==> config.mk <==
export PLATFORM = sky130hd
export DESIGN_NAME = viterbi_ctrl
export DESIGN_NICKNAME = d
export VERILOG_FILES = /design/src/rtl/viterbi_pkg.sv /design/src/rtl/viterbi_addr_cnt.sv /design/src/rtl/viterbi_ctrl.sv
export SDC_FILE = /design/constraint.sdc
export NUM_CORES = 1
export LEC_CHECK = 0
export CORE_ASPECT_RATIO = 0.6
export CORE_UTILIZATION = 45
export CTS_CLUSTER_DIAMETER = 200
export DETAILED_ROUTE_END_ITERATION = 6
export GPL_ROUTABILITY_DRIVEN = 0
export HOLD_SLACK_MARGIN = 0.02
export PLACE_DENSITY = 0.77
export SYNTH_ARGS = -nofsm -noshare
export SYNTH_HDL_FRONTEND = slang
export SYNTH_SLANG_ARGS = --single-unit
==> constraint.sdc <==
create_clock -name clk -period 4.2 [get_ports clk]
set_input_delay 0.42 -clock clk [delete_from_list [all_inputs] [get_ports clk]]
set_output_delay 0.42 -clock clk [all_outputs]
set_load 0.1 [all_outputs]
==> src/rtl/viterbi_pkg.sv <==
// rtl/viterbi_pkg.sv - shared types and constants for the Viterbi frame sequencer
package viterbi_pkg;

  localparam int NUM_STATES = 4;
  localparam int ACS_LAT    = 2;

  typedef logic [$clog2(NUM_STATES)-1:0] trellis_state_t;

  typedef enum logic [2:0] {
    IDLE,
    CLEAR,
    ACS,
    SETTLE,
    TRACE,
    DONE
  } ctrl_state_t;

endpackage

==> src/rtl/viterbi_addr_cnt.sv <==
// rtl/viterbi_addr_cnt.sv - load/increment/decrement address counter with terminal-count compare
module viterbi_addr_cnt #(
  parameter int W = 6
) (
  input  logic         clk,
  input  logic         rst,
  input  logic         load,
  input  logic [W-1:0] load_val,
  input  logic         inc,
  input  logic         dec,
  input  logic [W-1:0] tc_val,
  output logic [W-1:0] count,
  output logic         tc
);

  always_ff @(posedge clk) begin
    if (!rst) begin
      count <= '0;
    end else if (load) begin
      count <= load_val;
    end else if (inc) begin
      count <= count + 1'b1;
    end else if (dec) begin
      count <= count - 1'b1;
    end
  end

  assign tc = (count == tc_val);

endmodule

==> src/rtl/viterbi_ctrl.sv <==
// rtl/viterbi_ctrl.sv - Viterbi frame sequencer (ACS gating, survivor writes, traceback walk)
// Optional build macro VITERBI_TAIL_EN: zero-terminated frames, traceback starts from state 0.
module viterbi_ctrl
  import viterbi_pkg::*;
#(
  parameter int ADDR_W  = 6,
  parameter int MIN_LEN = 8
) (
  input  logic              clk,
  input  logic              rst,
  input  logic              i_start,
  input  logic [ADDR_W:0]   i_frame_len,
  input  logic              i_abort,
  input  logic              i_sym_valid,
  output logic              o_sym_ready,
  output logic              o_acs_rst_n,
  output logic              o_en_add,
  output logic              o_surv_wr_en,
  output logic [ADDR_W-1:0] o_surv_addr,
  input  logic [1:0]        i_sel_node,
  output logic              o_tb_valid,
  input  logic              i_tb_ready,
  output logic [ADDR_W-1:0] o_tb_addr,
  output logic [1:0]        o_tb_state,
  output logic              o_busy,
  output logic              o_done,
  output logic              o_err
);

  localparam int LEN_W = ADDR_W + 1;
`ifdef VITERBI_TAIL_EN
  localparam int MIN_EFF = MIN_LEN + 2;
`else
  localparam int MIN_EFF = MIN_LEN;
`endif
  localparam logic [LEN_W-1:0] LEN_MIN = LEN_W'(MIN_EFF);
  localparam logic [LEN_W-1:0] LEN_MAX = LEN_W'(2 ** ADDR_W);

  ctrl_state_t       state, state_nxt;
  logic [ADDR_W-1:0] len_m1;
  logic [1:0]        settle_cnt;
  logic [ADDR_W-1:0] wr_cnt;
  logic              wr_tc, tb_tc;
  logic              start_ok, sym_acc, tb_xfer, settle_last, abort_evt, err_nxt;

  assign abort_evt   = i_abort && (state != IDLE);
  assign start_ok    = i_start && (state == IDLE) &&
                       (i_frame_len >= LEN_MIN) && (i_frame_len <= LEN_MAX);
  // abort wins over a symbol or traceback handshake in the same cycle
  assign sym_acc     = (state == ACS) && i_sym_valid && o_sym_ready && !i_abort;
  assign tb_xfer     = (state == TRACE) && o_tb_valid && i_tb_ready && !i_abort;
  assign settle_last = (state == SETTLE) && (settle_cnt == 2'(ACS_LAT - 1)) && !i_abort;

  always_ff @(posedge clk) begin
    if (!rst) state <= IDLE;
    else      state <= state_nxt;
  end

  always_comb begin
    state_nxt = state;
    err_nxt   = 1'b0;
    case (state)
      IDLE: begin
        if (i_start) begin
          if (start_ok) state_nxt = CLEAR;
          else          err_nxt   = 1'b1;
        end
      end
      CLEAR:   state_nxt = ACS;
      ACS:     if (sym_acc && wr_tc) state_nxt = SETTLE;
      SETTLE:  if (settle_last) state_nxt = TRACE;
      TRACE:   if (tb_xfer && tb_tc) state_nxt = DONE;
      DONE:    state_nxt = IDLE;
      default: state_nxt = IDLE;
    endcase
    if (abort_evt) state_nxt = IDLE;
  end

  // every output is a register derived from the state being entered
  always_ff @(posedge clk) begin
    if (!rst) begin
      o_sym_ready  <= 1'b0;
      o_acs_rst_n  <= 1'b1;
      o_en_add     <= 1'b0;
      o_surv_wr_en <= 1'b0;
      o_surv_addr  <= '0;
      o_tb_valid   <= 1'b0;
      o_tb_state   <= '0;
      o_busy       <= 1'b0;
      o_done       <= 1'b0;
      o_err        <= 1'b0;
      len_m1       <= '0;
      settle_cnt   <= '0;
    end else begin
      o_sym_ready  <= (state_nxt == ACS);
      o_acs_rst_n  <= !((state_nxt == CLEAR) || abort_evt);
      o_en_add     <= sym_acc;
      o_surv_wr_en <= sym_acc;
      o_tb_valid   <= (state_nxt == TRACE);
      o_busy       <= (state_nxt != IDLE);
      o_done       <= (state_nxt == DONE);
      o_err        <= err_nxt;
      if (sym_acc)  o_surv_addr <= wr_cnt;
      if (start_ok) len_m1 <= ADDR_W'(i_frame_len - 1'b1);
      settle_cnt <= (state == SETTLE) ? settle_cnt + 1'b1 : 2'd0;
`ifdef VITERBI_TAIL_EN
      if (settle_last) o_tb_state <= 2'b00;
`else
      if (settle_last) o_tb_state <= i_sel_node;
`endif
    end
  end

  viterbi_addr_cnt #(.W(ADDR_W)) u_wr_cnt (
    .clk      (clk),
    .rst      (rst),
    .load     (start_ok),
    .load_val ('0),
    .inc      (sym_acc),
    .dec      (1'b0),
    .tc_val   (len_m1),
    .count    (wr_cnt),
    .tc       (wr_tc)
  );

  // traceback walks down from len-1 and parks at 0 after the last transfer
  viterbi_addr_cnt #(.W(ADDR_W)) u_tb_cnt (
    .clk      (clk),
    .rst      (rst),
    .load     (settle_last),
    .load_val (len_m1),
    .inc      (1'b0),
    .dec      (tb_xfer && !tb_tc),
    .tc_val   ('0),
    .count    (o_tb_addr),
    .tc       (tb_tc)
  );

endmodule

Yosys cells after proc, flatten, opt, wreduce, memory -nomap -nowiden
Cells that the tools add are included.

cells by class
  $add $sub $neg = 4
  reductions and logical operators = 27
  order comparisons = 2
  muxes and demuxes = 10
  equality and inequality tests = 10
  bitwise logic cells = 1

operator list
  cell                   number
  $mux W3                6
  $logic_and A1 B1 Y1    15
  $pmux W3 S5            1
  $mux W6                2
  $sub A6 B1 Y6 const B  2
  $eq A3 B2 Y1 const B   3
  $eq A3 B3 Y1 const B   3
  $ge A7 B4 Y1 const B   1
  $le A7 B7 Y1 const B   1
  $add A6 B1 Y6 const B  1
  $eq A3 B1 Y1 const B   2
  $eq A6 B6 Y1           1
  $logic_not A6 Y1       1
  $reduce_bool A3 Y1     2
  $logic_not A1 Y1       3
  $logic_not A3 Y1       1
  $reduce_and A3 Y1      1
  $add A2 B1 Y2 const B  1
  $eq A2 B1 Y1 const B   1
  $reduce_and A2 Y1      1
  $reduce_bool A2 Y1     1
  $reduce_or A2 Y1       1
  $logic_or A1 B1 Y1     1
  $mux W1                1
  $not A1 Y1             1

word-level totals
  logic and storage cells = 68
  bits of input ports = 15
  register bits = 38
  output and inout port bits = 22

Longest topological paths before layout
  depth in word-level cells = 11
  gate-level depth with buffers = 7
  depth with buffers taken out = 6

Modules after synthesis
From an unflattened synthesis, not the netlist that was laid out.

unflattened totals
  cells, all modules = 245
  area total of the unflattened synthesis = 2,145.8 um^2

modules (own cells, without submodules)
  module            times used  sequential area each (um^2)  area an instance (um^2)  cells an instance
  viterbi_ctrl      1           520.5                        1,122.3                  125
  viterbi_addr_cnt  2           120.1                        511.7                    60

Worst setup path before layout
OpenSTA, ideal clock, no wires.

  kind = reg2reg
  start = reg u_tb_cnt.count[0]
  end = reg u_tb_cnt.count[5]
  path buffers = 0
  arrival time = 2.251 ns
  path slack = 1.858 ns
  stages on the path, launching flop included = 7
  cells stage by stage = dfxtp_1 -> inv_1 -> ha_1 -> nand2b_1 -> o211ai_1 -> or4_1 -> a311oi_1

on the way
  word-level cells in the longest chain between the ends = 4
  elaborated cells on any way between the ends = 7

ends and longest elaborated chain
  item                                                                   line                    RTL
  from (decl)                                                            viterbi_addr_cnt.sv:12  output logic [W-1:0] count,
  from (signal assigned)                                                 viterbi_addr_cnt.sv:20  count <= load_val;
  from (signal assigned)                                                 viterbi_addr_cnt.sv:22  count <= count + 1'b1;
  from (signal assigned)                                                 viterbi_addr_cnt.sv:24  count <= count - 1'b1;
  parallel branches: the longest is 4 deep, another holds $sub A6 B1 Y6  n/a

Several ways; the timed one is not identified. The select of a mux whose other input is x is not followed.
A chain may end at the register's enable or synchronous reset.

Final worst setup path
  start = reg u_tb_cnt.count[2]
  end = out o_tb_addr[2]

RTL lines
  item       line                RTL
  to (decl)  viterbi_ctrl.sv:23  output logic [ADDR_W-1:0] o_tb_addr,

No word-level cell between the ends.

==> flow_summary_export.csv <==
group,metric,value,unit
worst_hold_path,hold_class,"reg -> reg",
setup_path,cp.depth,1,
run_status,status,"finished, final reports clean",
timing,timing.setup.tns,0,ns
drt,avgRoutedWirePerCell,13.31,µm
drt,vias,1489,
power,ir_drop,0.1971,mV
setup_path,setup.worst_path.end_class,"primary output",
placed_design,place_area,2160,µm²
setup_path,worstSetupEndpoint,"o_tb_addr[2]",
yosys,synth_top_area_share,42.82,%
finish,mostFrequentLayoutCells,"dfxtp_1 (38), clkdlybuf4s50_1 (36), nor2_1 (20)",
timing,rsz0062_at_grt,"false",
yosys,yosysWarningCount,0,
die,die_w,83.12,µm
global_routing,grt_pass1_wl,6458,µm
finish,n_antenna_cell,0,
drt,wl,3687,µm
timing,fin_crit_sh,54.62,%
die,core,3722,µm²
clocking,root_buffer,"clkbuf_8",
yosys,syn_inst,194,
die,fp.dieArea,4212,µm²
timing,relSlewSlack,35.11,%
setup_path,path_class,"reg -> out",
placed_design,io_buffers,36,
timing,final-max-slew-violation-count,0,
power,total_power,705.3,µW
setup_path,cpPeakStageDelay,1.17,ns
setup_path,path_delay_family,"buffers and inverters",
placed_design,hpwlAfterDp,2763,µm
drt,viasPerCell,5.375,
setup_path,r2r_end,"u_tb_cnt.count[5]$_SDFFE_PN0P_",
clocking,cts_setup_buffers,0,
setup_path,critical_path_buf_inv_count,1,
clocking,cts_tree,"done",
setup_path,cp-start-kind,"register",
die,start_util,47.73,%
setup_path,cp.required,3.78,ns
setup_path,path_cells,"clkdlybuf4s50_1",
power,p_leak,0.8986,nW
yosys,ys_seq_area_share,42.82,%
timing,setup_slack,1.906,ns
die,ios,37,
yosys,synth_edf_count,0,
timing,fmax,0.4359,GHz
clocking,clkSinkCount,38,
clocking,ctsResizeCount,0,
global_routing,grtUsageTotal,19.95,%
clocking,cts_buffers,5,
drt,firstDrtPassIters,4,
global_routing,grt_pass1_vias,1323,
worst_hold_path,hold_depth,1,
setup_path,r2r_setup_slack,2.18,ns
finish,area_growth,26.69,%
yosys,ys_top_cells_by_area,"dfxtp_1 (43%), xor2_1 (4.9%), mux2i_1 (4.5%)",
clocking,clock_latency,0.29,ns
setup_path,reg2reg_from,"u_tb_cnt.count[0]$_SDFFE_PN0P_",
die,die_height,50.67,µm
yosys,syn_avg_cell_area,9.158,µm²
timing,hold_viol_final,0,
clocking,ctsHoldBuffers,0,
yosys,synth.distinct_cells,44,
timing,min_period,2.294,ns
drt,ant_nets,0,
global_routing,grt_antenna_before_repair,0,
yosys,syn_area,1777,µm²
global_routing,overflow,0,
yosys,ys_ff_latch,38,
placed_design,pre_cts_ws,1.684,ns
finish,stdcell_area,2251,µm²
drt,drc,0,
clocking,path_clk_slew,0.07,ns
yosys,yosys.area.top_type,"dfxtp_1",
finish,drive_gt1_share,5.652,%
yosys,synth-main-ff-cell,"dfxtp_1",
setup_path,arrival,1.87,ns
setup_path,critPathMaxFanout,7,
global_routing,grt_max_degree,26,
timing,setup_viol,0,
yosys,async_reset_ff_share,0,%
finish,nNetsFinal,250,
setup_path,crit_path_top_delay_cell,"clkdlybuf4s50_1",
timing,tightest_slew,0.9703,ns
timing,finalClockSkew,0.009218,ns
setup_path,startpoint,"u_tb_cnt.count[2]$_SDFFE_PN0P_",
finish,final_common_cell,"dfxtp_1",
clocking,clock_path_buffers,2,
die,num_rows,17,
clocking,htreeDepth,2,
power,power_density,313.3,nW/µm²
setup_path,r2r_cells,6,
yosys,synthesis.nets,215,
job,maxCapViolCount,0,
drt,first_iter_violations,71,
[state kept, by name (all words and copies together) (netlist names)]
register	cells
len_m1	6
o_surv_addr	6
u_tb_cnt.count	6
u_wr_cnt.count	6
state	3
o_tb_state	2
settle_cnt	2
o_acs_rst_n	1
o_busy	1
o_done	1
o_err	1
o_surv_wr_en	1
o_sym_ready	1
o_tb_valid	1
[Yosys cell counts (4+ instances only)]
| master | instances |
|---|---|
| nor3_1 | 4 |
| ha_1 | 6 |
| or3_1 | 7 |
| dfxtp_1 | 38 |
| xor2_1 | 10 |
| a31oi_1 | 4 |
| nand2_1 | 16 |
| a211oi_1 | 6 |
| clkbuf_1 | 5 |
| inv_1 | 9 |
| a21oi_1 | 12 |
| mux2i_1 | 8 |
| or4_1 | 4 |
| xnor2_1 | 5 |
| nor2_1 | 20 |
[where the power goes]
group          total [mW]  internal (mW)  switching, mW
registers           0.373          0.367        0.00623
clock network       0.259          0.132          0.126
logic              0.0730         0.0290         0.0441
[logic make-up after synthesis]
logic type	share of synthesized area [%]
DFF	42.82
muxes	5.141
adders and majority gates	4.225
buffers and inverters	3.944
AOI/OAI and AO/OA	13.66
xor gates and xnor gates	7.394
and+or+nand+nor	22.82
[metrics by stage]
stage | cells | utilization (%) | hold WS, ns
floorplan | 194 | - | 0.3974
global placement | 269 | 58.02 | 0.4091
detailed placement | 269 | 58.02 | 0.4122
CTS | 277 | 60.47 | 0.4246
global route | 277 | 60.47 | 0.4441
finish | 277 | 60.47 | 0.4212
[per-layer routing]
layer / track usage [%] / vias up / wire length (µm)
li1: - / 758 / -
met1: 30.40 / 666 / 1968
met2: 26.50 / 60 / 1402
met3: 5.263 / 5 / 288
met4: 6.609 / 0 / 28
met5: 0 / - / 0
[final cells by class]
cell class	instances	area [µm²]
clock inverters	1	5.005
inverters	9	33.78
flip-flops and latches	38	760.7
well taps	47	58.81
clock buffers	7	86.33
fillers	326	1471
multi-input cells	139	945.9
repair buffers	36	360.3
[worst min-delay path by stage]
stage,from,to,slack (ns)
after global placement,settle_cnt[0]$_SDFF_PN0_,settle_cnt[0]$_SDFF_PN0_,0.41
after detailed placement,settle_cnt[0]$_SDFF_PN0_,settle_cnt[0]$_SDFF_PN0_,0.41
after CTS,settle_cnt[0]$_SDFF_PN0_,settle_cnt[0]$_SDFF_PN0_,0.42
after global routing,settle_cnt[0]$_SDFF_PN0_,settle_cnt[0]$_SDFF_PN0_,0.44
final,settle_cnt[0]$_SDFF_PN0_,settle_cnt[0]$_SDFF_PN0_,0.42
after floorplan,settle_cnt[0]$_SDFF_PN0_,settle_cnt[0]$_SDFF_PN0_,0.40
(Power assumes the default switching activity.)
